<file path="config.mk">
export PLATFORM = sky130hd
export DESIGN_NAME = simul_axi_read_tracker
export DESIGN_NICKNAME = d
export VERILOG_FILES = /design/src/rtl/simul_axi_read_tracker.sv
export SDC_FILE = /design/constraint.sdc
export NUM_CORES = 1
export LEC_CHECK = 0
export CORE_UTILIZATION = 45
export DETAILED_ROUTE_END_ITERATION = 12
export RECOVER_POWER = 50
export SYNTH_ARGS = -nofsm -noshare
export SYNTH_HDL_FRONTEND = slang
export SYNTH_SLANG_ARGS = --single-unit
</file>
<file path="constraint.sdc">
create_clock -name clk -period 9.65 [get_ports clk]
set_input_delay 0.965 -clock clk [delete_from_list [all_inputs] [get_ports clk]]
set_output_delay 0.965 -clock clk [all_outputs]
set_load 0.02 [all_outputs]
</file>
<file path="src/rtl/simul_axi_read_tracker.sv">
// AXI read-channel tracker for simulation: queues AR commands, predicts the word
// address of every R beat and flags underrun/overrun, RLAST, RID and burst-type errors.
module simul_axi_read_tracker #(
  parameter int ADDRESS_WIDTH = 10,
  parameter int ID_WIDTH      = 12,
  parameter int LEN_WIDTH     = 4,
  parameter int DEPTH_LOG2    = 3,
  parameter int CHECK_ID      = 1
) (
  input  logic                     clk,
  input  logic                     reset,
  input  logic                     rcmd,
  input  logic [ADDRESS_WIDTH-1:0] raddr,
  input  logic [LEN_WIDTH-1:0]     rlen,
  input  logic [1:0]               rburst,
  input  logic [ID_WIDTH-1:0]      rid_cmd,
  input  logic                     data_stb,
  input  logic                     last,
  input  logic [ID_WIDTH-1:0]      rid,
  output logic [ADDRESS_WIDTH-1:0] addr_out,
  output logic                     burst,
  output logic [DEPTH_LOG2:0]      pending,
  output logic                     full,
  output logic                     err_out,
  output logic [5:0]               err_code,
  input  logic                     err_clr
);

  localparam int DEPTH = 1 << DEPTH_LOG2;
  localparam int PW    = DEPTH_LOG2 + 1;

  typedef enum logic {IDLE, BURST} state_t;

  state_t                    state_q, state_d;
  logic [PW-1:0]             wr_q, wr_d, rd_q, rd_d;
  logic [ID_WIDTH-1:0]       act_id_q, act_id_d;
  logic [ADDRESS_WIDTH-1:0]  act_start_q, act_start_d;
  logic [LEN_WIDTH-1:0]      act_len_q, act_len_d;
  logic [1:0]                act_type_q, act_type_d;
  logic [LEN_WIDTH-1:0]      beat_q, beat_d;
  logic [5:0]                err_code_q, err_code_d;
  logic                      err_out_q, err_out_d;

  logic [ID_WIDTH-1:0]       id_mem   [DEPTH];
  logic [ADDRESS_WIDTH-1:0]  addr_mem [DEPTH];
  logic [LEN_WIDTH-1:0]      len_mem  [DEPTH];
  logic [1:0]                type_mem [DEPTH];

  logic [PW-1:0]             count;
  logic                      empty, full_w, push;
  logic [DEPTH_LOG2-1:0]     head;
  logic [ID_WIDTH-1:0]       head_id;
  logic [ADDRESS_WIDTH-1:0]  head_addr;
  logic [LEN_WIDTH-1:0]      head_len;
  logic [1:0]                head_type;
  logic                      head_bad;
  logic [5:0]                errs;

  function automatic logic [ADDRESS_WIDTH-1:0] beat_addr(
    input logic [ADDRESS_WIDTH-1:0] s,
    input logic [LEN_WIDTH-1:0]     len,
    input logic [LEN_WIDTH-1:0]     b,
    input logic [1:0]               t
  );
    logic [ADDRESS_WIDTH-1:0] mask, inc;
    mask = ADDRESS_WIDTH'(len);
    inc  = s + ADDRESS_WIDTH'(b);
    case (t)
      2'd0:    beat_addr = s;
      2'd2:    beat_addr = (s & ~mask) | (inc & mask);
      default: beat_addr = inc;
    endcase
  endfunction

  function automatic logic bad_burst(input logic [1:0] t, input logic [LEN_WIDTH-1:0] len);
    logic legal_wrap;
    legal_wrap = (len == LEN_WIDTH'(1)) || (len == LEN_WIDTH'(3)) ||
                 (len == LEN_WIDTH'(7)) || (len == LEN_WIDTH'(15));
    bad_burst = (t == 2'd3) || ((t == 2'd2) && !legal_wrap);
  endfunction

  assign count     = wr_q - rd_q;
  assign empty     = (count == '0);
  assign full_w    = (count == PW'(DEPTH));
  assign push      = rcmd && !full_w;
  assign head      = rd_q[DEPTH_LOG2-1:0];
  assign head_id   = id_mem[head];
  assign head_addr = addr_mem[head];
  assign head_len  = len_mem[head];
  assign head_type = type_mem[head];
  assign head_bad  = bad_burst(head_type, head_len);

  always_comb begin
    state_d     = state_q;
    wr_d        = wr_q;
    rd_d        = rd_q;
    act_id_d    = act_id_q;
    act_start_d = act_start_q;
    act_len_d   = act_len_q;
    act_type_d  = act_type_q;
    beat_d      = beat_q;
    errs        = '0;

    // Overrun is judged on the registered fill level, before any same-cycle pop.
    if (rcmd && full_w) errs[1] = 1'b1;
    if (push) wr_d = wr_q + PW'(1);

    if (data_stb) begin
      case (state_q)
        IDLE: begin
          if (empty) begin
            errs[0] = 1'b1;
          end else begin
            rd_d = rd_q + PW'(1);
            if (head_bad) errs[5] = 1'b1;
            if ((CHECK_ID != 0) && (rid != head_id)) errs[4] = 1'b1;
            if (head_len == '0) begin
              if (!last) errs[3] = 1'b1;
            end else if (last) begin
              errs[2] = 1'b1;
            end else begin
              state_d     = BURST;
              act_id_d    = head_id;
              act_start_d = head_addr;
              act_len_d   = head_len;
              act_type_d  = head_bad ? 2'd1 : head_type;
              beat_d      = LEN_WIDTH'(1);
            end
          end
        end
        BURST: begin
          if ((CHECK_ID != 0) && (rid != act_id_q)) errs[4] = 1'b1;
          if (beat_q == act_len_q) begin
            state_d = IDLE;
            if (!last) errs[3] = 1'b1;
          end else if (last) begin
            errs[2] = 1'b1;
            state_d = IDLE;
          end else begin
            beat_d = beat_q + LEN_WIDTH'(1);
          end
        end
        default: state_d = IDLE;
      endcase
    end

    err_code_d = (err_clr ? 6'd0 : err_code_q) | errs;
    err_out_d  = |errs;
  end

  always_comb begin
    if (state_q == BURST)
      addr_out = beat_addr(act_start_q, act_len_q, beat_q, act_type_q);
    else if (!empty)
      addr_out = head_addr;
    else
      addr_out = '0;
  end

  always_ff @(posedge clk or posedge reset) begin
    if (reset) begin
      state_q     <= IDLE;
      wr_q        <= '0;
      rd_q        <= '0;
      act_id_q    <= '0;
      act_start_q <= '0;
      act_len_q   <= '0;
      act_type_q  <= '0;
      beat_q      <= '0;
      err_code_q  <= '0;
      err_out_q   <= 1'b0;
    end else begin
      state_q     <= state_d;
      wr_q        <= wr_d;
      rd_q        <= rd_d;
      act_id_q    <= act_id_d;
      act_start_q <= act_start_d;
      act_len_q   <= act_len_d;
      act_type_q  <= act_type_d;
      beat_q      <= beat_d;
      err_code_q  <= err_code_d;
      err_out_q   <= err_out_d;
    end
  end

  // Queue storage carries no reset; the pointers alone decide what is valid.
  always_ff @(posedge clk) begin
    if (push) begin
      id_mem[wr_q[DEPTH_LOG2-1:0]]   <= rid_cmd;
      addr_mem[wr_q[DEPTH_LOG2-1:0]] <= raddr;
      len_mem[wr_q[DEPTH_LOG2-1:0]]  <= rlen;
      type_mem[wr_q[DEPTH_LOG2-1:0]] <= rburst;
    end
  end

  assign burst    = (state_q == BURST);
  assign pending  = count;
  assign full     = full_w;
  assign err_out  = err_out_q;
  assign err_code = err_code_q;

endmodule
</file>
======== Word-level counts from Yosys, hierarchy flattened ========
Memories as Yosys holds them, arrays and structs flattened.
Cells that the tools add are included.
word-level totals
  bits of input ports ..................... 46
  register bits after elaboration ......... 48
  output and inout bits ................... 23
  memories kept ........................... 4
  memory bits (writable) .................. 224
  word-level logic and storage cells ...... 94
operators by class
  eq/ne operators ......................... 16
  $add $sub $neg .......................... 5
  reduce and logical (&&, ||, !) cells .... 16
  muxes and demuxes ....................... 34
  bitwise logic cells ..................... 9
memories
  memory    depth  bits a word  read ports  clocked after memory_dff  write ports  line  source
  id_mem    8      12           1           0                         1            44    logic [ID_WIDTH-1:0] id_mem [DEPTH];
  addr_mem  8      10           1           0                         1            45    logic [ADDRESS_WIDTH-1:0] addr_mem [DEPTH];
  len_mem   8      4            1           0                         1            46    logic [LEN_WIDTH-1:0] len_mem [DEPTH];
  type_mem  8      2            1           0                         1            47    logic [1:0] type_mem [DEPTH];
operator list
  cell                   number
  $mux W4                7
  $ne A12 B12 Y1         2
  $mux W10               2
  $pmux W10 S2           1
  $mux W1                19
  $add A4 B1 Y4 const B  3
  $add A10 B4 Y10        1
  $and A10 B10 Y10       1
  $and A10 B4 Y10        1
  $ne A2 B2 Y1 const B   5
  $not A4 Y10            1
  $or A10 B10 Y10        1
  $eq A4 B4 Y1 const B   2
  $logic_not A4 Y1       2
  $pmux W4 S2            1
  $eq A2 B2 Y1 const B   3
  $mux W6                1
  $or A6 B6 Y6           1
  $pmux W3 S2            1
  $reduce_and A6 Y1      1
  $reduce_or A6 Y1       1
  $reduce_and A5 Y1      1
  $eq A4 B1 Y1 const B   1
  $eq A4 B2 Y1 const B   1
  other kinds (11)       20

======== Depth between registers and ports, before layout ========
An unclocked memory read counts as a cell.
  depth in word-level cells ............... 13
  gate-level depth with buffers ........... 15

======== Worst setup path before layout ========
OpenSTA, ideal clock, no wires.
  path type ............................... reg2reg
  start point ............................. reg rd_q[1]
  end point ............................... mem addr_mem[0][0], enable pin
  cell stages (with the launch flop) ...... 13
  slack ................................... 4289 ps
  data required time ...................... 9202 ps
  data arrival time ....................... 4913 ps
  library setup time ...................... 448 ps
  buffers on the path ..................... 4
  path through ............................ dfrtp_1 > clkbuf_1 > buf_2 > buf_2 > buf_2 > inv_1 > fa_1 > xor2_1 > or3_1 > o21ba_2 > nand2b_1 > nand2b_1 > nor3_1
between the ends
  word-level cells in the longest chain between the ends .. 6
RTL lines
  element                        line  source
  from (decl)                    35    logic [PW-1:0] wr_q, wr_d, rd_q, rd_d;
  from (signal assigned)         175   rd_q <= rd_d;
  $sub A4 B4 Y4                  82    assign count = wr_q - rd_q;
  named net pending[2]           22    output logic [DEPTH_LOG2:0] pending,
  $eq A4 B4 Y1                   84    assign full_w = (count == PW'(DEPTH));
  named net full                 23    output logic full,
  $logic_not A1 Y1               85    assign push = rcmd && !full_w;
  $logic_and A1 B1 Y1            85
  $mux W1                        188   if (push) begin
  $mux W1 (not written as such)  190   addr_mem[wr_q[DEPTH_LOG2-1:0]] <= raddr;
  to (decl)                      45
The timed path passes the listed nets, and every way through them passes these cells.

======== Worst setup path after layout ========
  start point ............................. reg rd_q[0]
  end point ............................... out addr_out[3]
between the ends
  word-level cells in the longest chain between the ends .. 4
RTL lines
  element           line  source
  $sub A4 B4 Y4     82
  $logic_not A4 Y1  83    assign empty = (count == '0);
  $mux W10 (*)      154   else if (!empty)
  $mux W10 (*)      152   if (state_q == BURST)
  to (decl)         20    output logic [ADDRESS_WIDTH-1:0] addr_out,
Every way passes the cells marked *; elsewhere a longest branch is shown, timed or not.

==> results.json <==
{
  "die_w_um": 160.3,
  "final_max_slew_viol_count": 49,
  "final_nets": 779,
  "die-area_mm2": 0.02569,
  "r2r_slack_ns": 5.37,
  "via_per_inst": 5.451,
  "drc": 0,
  "worst_setup_path_start_kind": "flip-flop",
  "max_freq_ghz": 0.1813,
  "synthArstFlopShare_pct": 17.65,
  "fp-row-count": 57,
  "postCtsHoldBufs": 0,
  "cts_root_buf": "clkbuf_16",
  "setup_viol": 0,
  "worstSetupStartpoint": "rd_q[0]",
  "synthAdderAreaFrac_pct": 1.465,
  "p_comb_share_pct": 36.7,
  "tightestPinTransition_ns": 2.026,
  "core_mm2": 0.02446,
  "multiInputGateArea_mm2": 0.003189,
  "track_usage_pct": 18.87,
  "period_share_pct": 57.17,
  "hold_violations": 0,
  "ir_drop_mv": 0.2177,
  "synth_warnings": 0,
  "status": "finished, violations left",
  "grt_pass1_wl_um": 36760,
  "synth_cell_types": 51,
  "synthMuxAreaShare_pct": 14.57,
  "synth_compound_area_share_pct": 3.462,
  "netlist_area_mm2": 0.01127,
  "synth_top_area_share_pct": 59.66,
  "p_sw_mw": 1.479,
  "gp_congestion": 0.7769,
  "ys.flop_type": "edfxtp_1",
  "switching_share_pct": 33.33,
  "synth_edf_count": 224,
  "numCtsBuffers": 29,
  "drt_first_pass_iters": 4,
  "ctsLongestPathBuffers": 3,
  "clock_latency_ns": 0.53,
  "antenna_found_initial": 0,
  "grt_pass1_vias": 6186,
  "synth_top_family_by_area": "multiplexers",
  "htreeDepth": 1,
  "drt.antenna.violating_nets": 0,
  "vias": 5805,
  "synth_xor_area_share_pct": 3.651,
  "cap_viol_max_count": 1,
  "die_y_um": 160.3,
  "final-seq-area_mm2": 0.007929,
  "dp_hpwl_um": 13640,
  "cts_tree": "yes",
  "p_leak_nw": 4.603,
  "postCtsSetupBuffers": 0,
  "skew_ns": 0.01480,
  "final_util_pct": 54.27,
  "synth_seq_area_share_pct": 70.31,
  "io_pins": 69,
  "hp-start": "rd_q[3]",
  "synth_simple_gate_area_share_pct": 4.816,
  "grt_start_max_net_pins": 62,
  "cp.required_ns": 8.69,
  "n_fill_cell": 1905,
  "p_per_area_mw_per_mm2": 334.3,
  "relSlewSlack_pct": -35.24,
  "period_needed_ns": 5.517,
  "path_clk_slew_ns": 0.06,
  "initial_core_util_pct": 46.09,
  "drive_above_1_share_pct": 17.00,
  "io_buffers": 68,
  "synth_fp_nets": 695,
  "routed_wl_um": 23040,
  "diodes": 0,
  "ctsResizeCount": 0,
  "syn_avg_cell_area_um2": 17.70,
  "worstSetupPathType": "reg2out",
  "wl_per_cell_um": 21.64,
  "cp.arrival_ns": 4.55,
  "internal-power_mw": 2.958,
  "synth_top_area_cell": "edfxtp_1",
  "end_kind": "primary output",
  "crit-reg2reg-launch": "rd_q[0]",
  "failed_checks": "max-capacitance violations, max-slew violations",
  "hp-class": "reg2reg",
  "cts.sinks": 272,
  "rsz0062_at_grt": "no",
  "setup-tns-final_ns": 0,
  "clkPwrFrac_pct": 25.0,
  "drt_iter0_drc": 374,
  "critPathMaxFanout": 23,
  "syn_inst": 637,
  "synth.top_cells.by_area": "edfxtp_1 (60%), dfrtp_1 (11%), mux4_2 (10%)",
  "overflow": 0,
  "syn2layout_area_growth_pct": 17.74,
  "pwr-share-seq_pct": 38.2,
  "ys_seq_elements": 272
}
[placed cells by master, fill, tap and decap left out, types with 5 or more instances in the layout]
cell type        netlist  final
ha_1                  10     10
xnor2_1               21     21
or3_1                  9      9
inv_1                  9      9
nand2_1               32     32
o21ai_0               11     11
dfrtp_1               48     47
mux2i_1               22     22
o31ai_1                5      5
clkdlybuf4s50_1        0     32
edfxtp_1             224    224
nand2b_1               7      7
bufinv_16              0      5
mux2_2                 9      9
mux4_2                52     52
nand3_1                6      6
nor2b_1                6      6
mux2_1                 9      9
xor2_1                26     26
nor2_1                34     28
buf_4                  1     10
clkinv_2               0      5
clkbuf_16              0     29
dlygate4sd3_1          0     36
clkinv_1               0      6
a21oi_1               26     26
[layout make-up]
cell class | count | share of cell area (%)
Tap cell | 324 | 3.054
Clock inverter | 19 | 1.668
Inverter | 10 | 0.2828
Clock buffer | 32 | 5.551
Sequential cell | 272 | 59.73
Multi-Input combinational cell | 330 | 24.02
Timing Repair Buffer | 78 | 5.693
[worst paths after layout]
| kind | end | cells after the start |
|---|---|---|
| worst max register to register | act_len_q[2] | 6 |
| worst min register to register | rd_q[3] | 1 |
| min in group asynchronous | err_code[2] | 2 |
| worst min-delay path | rd_q[3] | 1 |
| worst max-delay path | addr_out[3] | 8 |
| max in group asynchronous | rd_q[1] | 2 |
[registers in the layout, summed over array words and instances, names as in the netlist, 4 cells and up]
register and cells:
type_mem 16, act_len_q 4, len_mem 32, rd_q 4, addr_mem 80, err_code 6
act_start_q 10, beat_q 4, id_mem 96, act_id_q 12, wr_q 4
[kinds of logic after synthesis]
logic type | count (synthesis)
AOI/OAI and AO/OA | 63
xor gates and xnor gates | 47
adders and majority gates | 12
buffers and inverters | 35
DFF | 272
muxes | 94
and+or+nand+nor | 114
[synth_stat cells (6+ instances only)]
cell type	count
or3_1	9
mux4_2	52
dfrtp_1	48
xnor2_1	21
o21ai_0	11
nand3_1	6
nand2_1	32
nand2b_1	7
edfxtp_1	224
mux2_1	9
nor2_1	34
inv_1	9
a21oi_1	26
mux2_2	9
mux2i_1	22
clkbuf_1	9
buf_2	9
ha_1	10
xor2_1	26
nor2b_1	6
[worst max-delay path, stage by stage, from the launching register on]
cell	delay [ns]
dfrtp_1	1.17
ha_1	0.34
inv_1	0.06
fa_1	0.46
or3_1	0.44
nor2_1	0.67
or3_1	0.20
o21ai_0	0.10
clkdlybuf4s50_1	0.57
[layer usage]
layer,part of all wire [%],vias to the layer above,GRT usage (%)
li1,-,2653,-
met5,0,-,0
met2,49,119,31.42
met1,46,3005,26.62
met4,1.5,0,3.896
met3,3.9,28,2.675
[power groups by stage]
stage / registers, mW / clock network [mW] / logic, mW
after global routing: 1.73 / 1.18 / 1.78
after global placement: 1.71 / 0 / 1.65
after detailed placement: 1.73 / 0 / 1.66
final: 1.70 / 1.11 / 1.63
after floorplan: 1.66 / 0 / 1.17
after CTS: 1.70 / 1.13 / 1.66
[through the flow]
step	cell area, um^2	cells	worst slack [ns]	power, mW	hold WS (ns)
after floorplan	11270	637	4.289	2.836	0.4617
after global placement	12320	1014	5.310	3.354	0.4744
after detailed placement	12320	1014	5.252	3.381	0.4889
after CTS	13280	1065	4.663	4.499	0.5010
after global routing	13280	1065	3.816	4.691	0.5237
final	13280	1065	4.133	4.437	0.4951
No activity file was read; power rests on OpenSTA's default activity.
